$ cat src/rtl/cam_pe_pkg.sv
// cam_pe_pkg: shared helpers for the cam_pe CAM.
//   idx_w/cnt_w : derived index and occupancy-counter widths for a given depth
//   res_w       : width of the packed registered search result
//   RES_*       : bit layout of the packed result {idx, learned, multi, hit}
package cam_pe_pkg;

  function automatic int unsigned idx_w(input int unsigned depth);
    return (depth > 1) ? $clog2(depth) : 1;
  endfunction

  function automatic int unsigned cnt_w(input int unsigned depth);
    return $clog2(depth + 1);
  endfunction

  localparam int unsigned RES_HIT_BIT   = 0;
  localparam int unsigned RES_MULTI_BIT = 1;
  localparam int unsigned RES_LEARN_BIT = 2;
  localparam int unsigned RES_IDX_LSB   = 3;

  function automatic int unsigned res_w(input int unsigned iw);
    return RES_IDX_LSB + iw;
  endfunction

endpackage

$ cat src/rtl/cam_prio_enc.sv
// cam_prio_enc: lowest-index priority encoder with multi-hit detection.
//   vec_i   : request vector
//   any_o   : at least one bit set
//   multi_o : two or more bits set
//   idx_o   : index of the lowest set bit (0 when none)
module cam_prio_enc
  import cam_pe_pkg::*;
#(
  parameter int unsigned N  = 2,
  parameter int unsigned IW = idx_w(N)
) (
  input  logic [N-1:0]  vec_i,
  output logic          any_o,
  output logic          multi_o,
  output logic [IW-1:0] idx_o
);

  always_comb begin
    any_o   = 1'b0;
    multi_o = 1'b0;
    idx_o   = '0;
    for (int unsigned i = 0; i < N; i++) begin
      if (vec_i[i]) begin
        if (!any_o) idx_o = IW'(i);
        else        multi_o = 1'b1;
        any_o = 1'b1;
      end
    end
  end

endmodule

$ cat src/rtl/cam_pe.sv
// cam_pe: parametrised CAM with per-entry valid bits, lowest-index match,
// multi-hit flag, occupancy count and optional learn-on-miss.
//   clk, rst_n           : clock, async active-low reset
//   srch_en/srch_key     : search request; learn_en inserts the key on a miss
//   wr_en/wr_idx/wr_key  : direct write (sets valid)
//   inv_en/inv_idx       : invalidate one entry; clr_all invalidates all
//   res_*                : registered search result, one cycle after srch_en
//   count/full/empty     : occupancy
module cam_pe
  import cam_pe_pkg::*;
#(
  parameter int unsigned KEY_W = 8,
  parameter int unsigned DEPTH = 16,
  parameter int unsigned IDX_W = idx_w(DEPTH),
  parameter int unsigned CNT_W = cnt_w(DEPTH),
  parameter int unsigned LEARN = 1
) (
  input  logic             clk,
  input  logic             rst_n,
  input  logic             srch_en,
  input  logic [KEY_W-1:0] srch_key,
  input  logic             learn_en,
  input  logic             wr_en,
  input  logic [IDX_W-1:0] wr_idx,
  input  logic [KEY_W-1:0] wr_key,
  input  logic             inv_en,
  input  logic [IDX_W-1:0] inv_idx,
  input  logic             clr_all,
  output logic             res_valid,
  output logic             res_hit,
  output logic [IDX_W-1:0] res_idx,
  output logic             res_multi,
  output logic             res_learned,
  output logic [CNT_W-1:0] count,
  output logic             full,
  output logic             empty
);

  localparam int unsigned RW = res_w(IDX_W);

  logic [KEY_W-1:0] key_q [DEPTH];
  logic [DEPTH-1:0] valid_q, valid_d;
  logic [DEPTH-1:0] match, inv_mask, free_vec;
  logic [CNT_W-1:0] count_q, count_d;
  logic [RW-1:0]    res_q, res_d;
  logic             res_valid_q, res_valid_d;
  logic             m_any, m_multi, f_any, f_multi_unused;
  logic [IDX_W-1:0] m_idx, f_idx;
  logic             wr_ok, inv_ok, learn;

  // Out-of-range indices (non-power-of-2 DEPTH) turn the operation into a no-op.
  assign wr_ok  = wr_en  && (32'(wr_idx)  < DEPTH);
  assign inv_ok = inv_en && (32'(inv_idx) < DEPTH);

  always_comb begin
    match    = '0;
    inv_mask = '0;
    for (int unsigned i = 0; i < DEPTH; i++) begin
      match[i]    = valid_q[i] && (key_q[i] == srch_key);
      inv_mask[i] = inv_ok && (32'(inv_idx) == i);
    end
  end

  // The entry being invalidated this cycle is not offered as a free slot.
  assign free_vec = ~valid_q & ~inv_mask;

  cam_prio_enc #(.N(DEPTH), .IW(IDX_W)) u_match_enc (
    .vec_i   (match),
    .any_o   (m_any),
    .multi_o (m_multi),
    .idx_o   (m_idx)
  );

  cam_prio_enc #(.N(DEPTH), .IW(IDX_W)) u_free_enc (
    .vec_i   (free_vec),
    .any_o   (f_any),
    .multi_o (f_multi_unused),
    .idx_o   (f_idx)
  );

  assign learn = (LEARN != 0) && srch_en && learn_en && !m_any && !full &&
                 !wr_en && !clr_all && f_any;

  // Later assignments win: write overrides invalidate on the same index.
  always_comb begin
    valid_d = valid_q;
    if (clr_all) begin
      valid_d = '0;
    end else begin
      if (learn)  valid_d[f_idx]   = 1'b1;
      if (inv_ok) valid_d[inv_idx] = 1'b0;
      if (wr_ok)  valid_d[wr_idx]  = 1'b1;
    end
  end

  always_comb begin
    count_d = '0;
    for (int unsigned i = 0; i < DEPTH; i++) begin
      if (valid_d[i]) count_d = count_d + CNT_W'(1);
    end
  end

  always_comb begin
    res_valid_d = srch_en;
    res_d       = '0;
    if (srch_en) begin
      res_d[RES_HIT_BIT]   = m_any;
      res_d[RES_MULTI_BIT] = m_multi;
      res_d[RES_LEARN_BIT] = learn;
      if (learn)      res_d[RES_IDX_LSB +: IDX_W] = f_idx;
      else if (m_any) res_d[RES_IDX_LSB +: IDX_W] = m_idx;
    end
  end

  // Key storage carries no reset; only valid bits define occupancy.
  always_ff @(posedge clk) begin
    if (!clr_all) begin
      if (wr_ok)      key_q[wr_idx] <= wr_key;
      else if (learn) key_q[f_idx]  <= srch_key;
    end
  end

  always_ff @(posedge clk or negedge rst_n) begin
    if (!rst_n) begin
      valid_q     <= '0;
      count_q     <= '0;
      res_valid_q <= 1'b0;
      res_q       <= '0;
    end else begin
      valid_q     <= valid_d;
      count_q     <= count_d;
      res_valid_q <= res_valid_d;
      res_q       <= res_d;
    end
  end

  assign res_valid   = res_valid_q;
  assign res_hit     = res_q[RES_HIT_BIT];
  assign res_multi   = res_q[RES_MULTI_BIT];
  assign res_learned = res_q[RES_LEARN_BIT];
  assign res_idx     = res_q[RES_IDX_LSB +: IDX_W];
  assign count       = count_q;
  assign full        = (count_q == CNT_W'(DEPTH));
  assign empty       = (count_q == '0);

endmodule

$ cat config.mk
export PLATFORM = sky130hd
export DESIGN_NAME = cam_pe
export DESIGN_NICKNAME = d
export VERILOG_FILES = /design/src/rtl/cam_pe_pkg.sv /design/src/rtl/cam_prio_enc.sv /design/src/rtl/cam_pe.sv
export SDC_FILE = /design/constraint.sdc
export NUM_CORES = 1
export LEC_CHECK = 0
export CORE_ASPECT_RATIO = 0.5
export CORE_UTILIZATION = 45
export CTS_BUF_LIST = sky130_fd_sc_hd__clkbuf_4 sky130_fd_sc_hd__clkbuf_8
export DETAILED_ROUTE_END_ITERATION = 7
export SLEW_MARGIN = 20
export SYNTH_ARGS = -nofsm -noshare
export SYNTH_HDL_FRONTEND = slang
export SYNTH_SLANG_ARGS = --single-unit
$ cat constraint.sdc
create_clock -name clk -period 9.16 [get_ports clk]
set_input_delay 0.916 -clock clk [delete_from_list [all_inputs] [get_ports clk]]
set_output_delay 0.916 -clock clk [all_outputs]
set_load 0.05 [all_outputs]
Word level (Yosys, flattened, before mapping)

Memory sizes are Yosys's and may differ from the RTL's.
Index checks and enable logic that the tools add are counted.

Register bits after elaboration: 29
Bits in latches: 0
Memory bits (writable): 128
Memory bits (read-only): 0
Bits of input ports: 31
Output and inout port bits: 15
Word-level logic and storage cells: 276
Memories: 1

Memories:

| memory | words | bits a word | read ports | clocked after Yosys merged registers in | wr ports | RTL line     | text |
|---|---|---|---|---|---|---|---|
| key_q  | 16    | 8           | 16         | 0                                       | 1        | cam_pe.sv:41 | `logic [KEY_W-1:0] key_q [DEPTH];` |

Add/sub/neg operators: 15
$mul: 0
Div/mod/pow operators: 0
Order comparisons: 6
Eq/ne operators: 32
Shift operators: 0
Muxes and demuxes: 163
Bitwise gates (word level): 7
Reduce and logical (&&, ||, !) cells: 48

Operators with widths:

| cell                                                                   | count |
|---|---|
| 4-bit two-way mux                                                      | 61 |
| 8-bit equality test                                                    | 16 |
| 16-bit two-way mux                                                     | 6 |
| 1-bit two-way mux                                                      | 76 |
| 5-bit by 1-bit adder with 5-bit output (second input constant)         | 15 |
| 5-bit two-way mux                                                      | 15 |
| 16-bit inverter                                                        | 3 |
| 1-bit logical AND                                                      | 41 |
| 16-bit AND                                                             | 2 |
| 4-bit equality test (second input constant)                            | 8 |
| 16-bit bitwise OR                                                      | 2 |
| 4-bit by 3-bit equality test with 1-bit output (second input constant) | 4 |
| 4-bit by 5-bit < comparator with 1-bit output (second input constant)  | 3 |
| 1-bit demux with 4-bit select                                          | 3 |
| 4-bit by 1-bit >= comparator with 1-bit output (second input constant) | 3 |
| 4-bit by 2-bit equality test with 1-bit output (second input constant) | 2 |
| 8-bit two-way mux                                                      | 1 |
| 8-bit OR reduction                                                     | 1 |
| 7-bit two-way mux                                                      | 1 |
| 5-bit equality test (second input constant)                            | 1 |
| 5-bit zero test                                                        | 1 |
| 4-bit by 1-bit equality test with 1-bit output (second input constant) | 1 |
| 1-bit zero test                                                        | 4 |
| 4-bit zero test                                                        | 1 |

Depth between registers and ports, before layout

Depth after elaboration: 79
Gate-level depth with buffers: 52

Hierarchy

From an unflattened synthesis, not the netlist that was laid out.

Cells, all modules: 893
Area, all modules: 9,825.7 µm²

Modules (own cells, without submodules):

| module       | instances | cells an instance | area an instance (µm²) | seq. area each (µm²) |
|---|---|---|---|---|
| cam_pe       | 1         | 783               | 9,127.5                | 4,569.4 |
| cam_prio_enc | 2         | 55                | 349.1                  | 0.0 |

Least setup slack after synthesis

No wires, ideal clock.

Kind: input to register
Start: input inv_idx[3]
End: register count_q[4], in the netlist count[4]
Setup time: 0.123 ns
Data arrival time: 10.542 ns
Data required time: 9.037 ns
Path slack: -1.504 ns
Cell stages on the path: 50
Path buffers: 1
Cell sequence: nor2_1 -> a21oi_2 -> nor4_4 -> and4bb_1 -> a311oi_1 -> or2_1 -> buf_6 -> o311a_4 -> or2_2 -> ha_1 -> inv_1 -> nor2_1 -> a21oi_1 -> nand2_1 -> ha_1 -> a211o_1 -> ha_1 -> nand2_1 -> [... 14 more ...] -> mux2_2 -> ha_1 -> nand2_1 -> and3_1 -> o21ai_0 -> o211ai_1 -> o21a_1 -> o31a_1 -> mux2_2 -> ha_1 -> nand2_1 -> xor2_1 -> xnor2_2 -> nor2b_1 -> a2bb2oi_1 -> o31a_1 -> a311o_1 -> xnor2_1

Longest elaborated chain between the ends: 79

RTL lines:

| item                                   | RTL line           | text |
|---|---|---|
| start: declaration                     | cam_pe.sv:27       | `input logic [IDX_W-1:0] inv_idx,` |
| 4-bit zero test                        | cam_pe.sv:60       | `inv_mask[i] = inv_ok && (32'(inv_idx) == i);` |
| 1-bit logical AND                      | cam_pe.sv:60       |  |
| 16-bit inverter                        | cam_pe.sv:65       | `assign free_vec = ~valid_q & ~inv_mask;` |
| 16-bit AND                             | cam_pe.sv:65       |  |
| 1-bit two-way mux                      | cam_prio_enc.sv:23 | `if (vec_i[i]) begin` |
| 1-bit two-way mux                      | cam_prio_enc.sv:24 | `if (!any_o) idx_o = IW'(i);` |
| 4-bit two-way mux                      | cam_prio_enc.sv:23 |  |
| 4-bit two-way mux                      | cam_prio_enc.sv:24 |  |
| [... 64 more ...]                      | -                  |  |
| 5-bit two-way mux                      | cam_pe.sv:99       | `if (valid_d[i]) count_d = count_d + CNT_W'(1);` |
| 5-bit by 1-bit adder with 5-bit output | cam_pe.sv:99       |  |
| 5-bit two-way mux                      | cam_pe.sv:99       |  |
| 5-bit by 1-bit adder with 5-bit output | cam_pe.sv:99       |  |
| 5-bit two-way mux                      | cam_pe.sv:99       |  |
| 5-bit by 1-bit adder with 5-bit output | cam_pe.sv:99       |  |
| 5-bit two-way mux *                    | cam_pe.sv:99       |  |
| net count_d[4]                         | cam_pe.sv:44       | `logic [CNT_W-1:0] count_q, count_d;` |
| end signal: assignment                 | cam_pe.sv:131      | `count_q <= count_d;` |
| end: declaration                       | cam_pe.sv:44       |  |

Mark *: on every way through the listed nets, which the timed path passes. The rest lies on a longest branch. The select of a mux whose other input is x is not followed.

Worst setup path after layout

Start: input srch_key[7]
End: register count_q[4], in the netlist count[4]

Longest elaborated chain between the ends: 63

RTL lines:

| item                                   | RTL line           | text |
|---|---|---|
| start: declaration                     | cam_pe.sv:21       | `input logic [KEY_W-1:0] srch_key,` |
| 8-bit equality test                    | cam_pe.sv:59       | `match[i] = valid_q[i] && (key_q[i] == srch_key);` |
| 1-bit logical AND                      | cam_pe.sv:59       |  |
| 1-bit two-way mux (15 in series)       | cam_prio_enc.sv:23 |  |
| 1-bit two-way mux *                    | cam_prio_enc.sv:23 |  |
| 1-bit zero test *                      | cam_pe.sv:81       | `assign learn = (LEARN != 0) && srch_en && learn_en && !m_any && !full &&` |
| 1-bit logical AND * (3 in series)      | cam_pe.sv:81       |  |
| 1-bit logical AND * (2 in series)      | cam_pe.sv:82       | `!wr_en && !clr_all && f_any;` |
| 16-bit two-way mux *                   | cam_pe.sv:90       | `if (learn) valid_d[f_idx] = 1'b1;` |
| [... 31 more ...]                      | -                  |  |
| 5-bit two-way mux                      | cam_pe.sv:99       |  |
| 5-bit by 1-bit adder with 5-bit output | cam_pe.sv:99       |  |
| 5-bit two-way mux                      | cam_pe.sv:99       |  |
| 5-bit by 1-bit adder with 5-bit output | cam_pe.sv:99       |  |
| 5-bit two-way mux                      | cam_pe.sv:99       |  |
| 5-bit by 1-bit adder with 5-bit output | cam_pe.sv:99       |  |
| 5-bit two-way mux *                    | cam_pe.sv:99       |  |
| net count_d[4]                         | cam_pe.sv:44       |  |

Marked as above.

==> results.yml <==
outcome:
  run_status: "complete, but fails checks"
  violations: "setup timing"
synth:
  synth_seq_area_share_pct: 46.65
  synth_fp_nets: 984
  synth_area_leaders: "edfxtp_1 39%, xnor2_1 14%, dfrtp_1 7.4%"
  synth-edff-count: 128
  synth_cells: 939
  syn_area_um2: 9794
  syn_avg_cell_area_um2: 10.43
  synthFlopType: "edfxtp_1"
  ys_warn_count: 0
  synth_top_area_share_pct: 39.24
  synth_xor_area_share_pct: 17.60
  yosys.area_share.simple_pct: 18.14
  synth_mux_area_share_pct: 1.265
  synth_fa_ha_area_share_pct: 1.891
  synth-seq-cells: 157
  ys_async_sr_fraction_pct: 18.47
  synth_compound_area_share_pct: 11.92
  ys_types: 84
  yosys.area.top_type: "edfxtp_1"
  synth_top_family_by_area: "simple AND/OR/NAND/NOR gates"
floorplanning:
  dieArea_um2: 22400
  placementRows: 37
  ioPinCount: 46
  fp.dieW_um: 210.6
  die_h_um: 106.3
  start_util_pct: 46.81
  core_um2: 20930
placement:
  place_hpwl_um: 21230
  portBuffers: 45
  gp_congestion: 0.8803
clock_tree:
  cts_tree: "done"
  cts_buffers: 17
  clock_latency_ns: 0.49
  cts_num_sinks: 157
  h-tree-depth: 4
  clock_tree.buffer_depth: 2
  ctsRootBufferMaster: "clkbuf_8"
  cts.clk_slew.worst_paths_ns: 0.10
setup_path:
  critical_path_cell_count: 53
  path_class: "input port to flip-flop"
  cp_common_cell: "ha_4"
  crit_path_top_delay_cell: "o311a_4"
  critPathMaxFanout: 9
  critical_path.top_delay_family: "simple AND/OR/NAND/NOR gates"
  cpPeakStageDelay_ns: 0.35
  critPathRequiredTime_ns: 9.53
  crit_arrival_ns: 9.96
  r2r_cells: 51
  reg2reg_slack_ns: -0.07
  crit_path_start_kind: "input port"
  endpoint_kind: "flip-flop"
  path_buf_inv: 6
global_route:
  grt_max_degree: 30
  grt_overflow: 0
  grt_pass1_vias: 8084
  grt_pass1_wl_um: 45620
  track_usage_pct: 27.31
  antenna_found_initial: 0
timing:
  maxSlewHeadroom_pct: 33.78
  max_freq_mhz: 104.2
  layout_setup_ws_ns: -0.4325
  fin_crit_sh_pct: 104.7
  finalMaxSlewViolations: 0
  finalHoldViolCount: 0
  skew_ns: 0.02936
  period_minus_slack_ns: 9.592
  fin_hold_ws_ns: 0.7393
  worst-slew-pin-transition_ns: 0.9799
  rsz0062_at_grt: "true"
  setup_viol: 3
cells_and_area:
  postLayoutCoreUtil_pct: 64.36
  area_growth_pct: 37.49
  layout-drive-gt1-share_pct: 32.70
  seqCellArea_um2: 4569
  multiInputGateArea_um2: 5517
  diodes: 0
  num-fill-cells: 1698
  final_cell_mix: "213 x buf_4, 151 x xnor2_1, 128 x edfxtp_1"
  fin_nets: 1252
  final_common_cell: "buf_4"
drt:
  drc_errors: 0
  routed_via_density: 5.483
  antenna_left: 0
  via_count: 8290
  detail_route.wl_per_cell_um: 19.78
  firstDrtPassIters: 5
  routed_wl_um: 29910
  dr.first_iter.drc_count: 621
min_path:
  hold_depth: 2
  hold_path_class: "input port to flip-flop"
power:
  leakagePower_uw: 0.005130
  power_density_nw_per_um2: 128.6
  vdd_drop_max_uv: 136.0
job:
  cap_violations: 0
==> final timing paths <==
check / start / to
min: srch_en / res_valid
max reg2reg: valid_q[4] / count[4]
max: srch_key[7] / count[4]
min in group asynchronous: rst_n / valid_q[12]
max in group asynchronous: rst_n / res_q[6]
min reg2reg: valid_q[11] / valid_q[11]
==> stage by stage <==
stage               std cells  worst slack (ns)  total power [µW]  instance area (µm²)  setup TNS, ns
floorplan                 939           -0.6885              1012                10000         -1.357
global placement         1441            -1.546              1158                12260         -5.113
detailed placement       1441            -1.631              1162                12260         -5.356
CTS                      1498           -0.4064              1705                13150        -0.5465
global route             1512           -0.8386              1792                13470         -2.071
finish                   1512           -0.4325              1732                13470        -0.5951
==> logic make-up (layout without fill, tap and decap cells) <==
group / Yosys count / after routing
and+or+nand+nor: 354 / 354
xor gates and xnor gates: 181 / 181
AOI/OAI and AO/OA: 163 / 163
DFF: 157 / 157
buffers and inverters: 57 / 338
adders and majority gates: 15 / 15
muxes: 12 / 12
==> area by class of cell <==
type                            instances  area share, %
Multi-Input combinational cell        725          40.96
Sequential cell                       157          33.93
Timing Repair Buffer                  283          18.76
Tap cell                              292          2.713
Clock buffer                           17          1.737
Clock inverter                         15          1.236
Inverter                               23         0.6597
==> routing by layer <==
metal / vias to the layer above / share of wire, % / GRT usage, %
met5: - / 0 / 0
met4: 0 / 1.9 / 7.712
met3: 53 / 5.7 / 4.490
met2: 220 / 45 / 44.44
met1: 4073 / 47 / 37.67
li1: 3944 / - / -
==> power breakdown <==
part,switching (µW),internal [µW],total [µW]
Sequential,8.71,789,798
Clock,321,207,528
Combinational,209,197,406
==> registers in the layout, indices dropped and copies added (netlist names) <==
signal	count
key_q	128
valid_q	16
res_q	7
count	5
res_valid	1
==> Yosys cell counts, types with 6 or more instances <==
cell type  instances
a31oi_1           15
nor2b_1           12
o21ai_0           14
or3_1              6
edfxtp_1         128
a21oi_1           44
o21a_1             7
nand2b_1           7
clkbuf_1          10
mux2i_1            9
nand3_1           36
dfrtp_1           29
o31ai_1            8
nand4_1           25
and2_1            12
or2_2             11
xnor2_1          157
xor2_1            12
nand2_1           97
ha_1              14
inv_1             19
buf_2             21
a22oi_1            9
nor2_1            84
nor3_1            28
==> repair_timing <==
| item | 4_1_cts | 5_1_grt |
|---|---|---|
| gates resized for setup | 74 | 65 |
| endpoints found under the setup margin | 4 | 4 |
| pin swaps | 26 | 27 |
| cloned | 5 | 0 |
| hold buffers | 0 | 0 |
| setup buffers | 20 | 14 |
No activity file was read; power rests on OpenSTA's default activity.
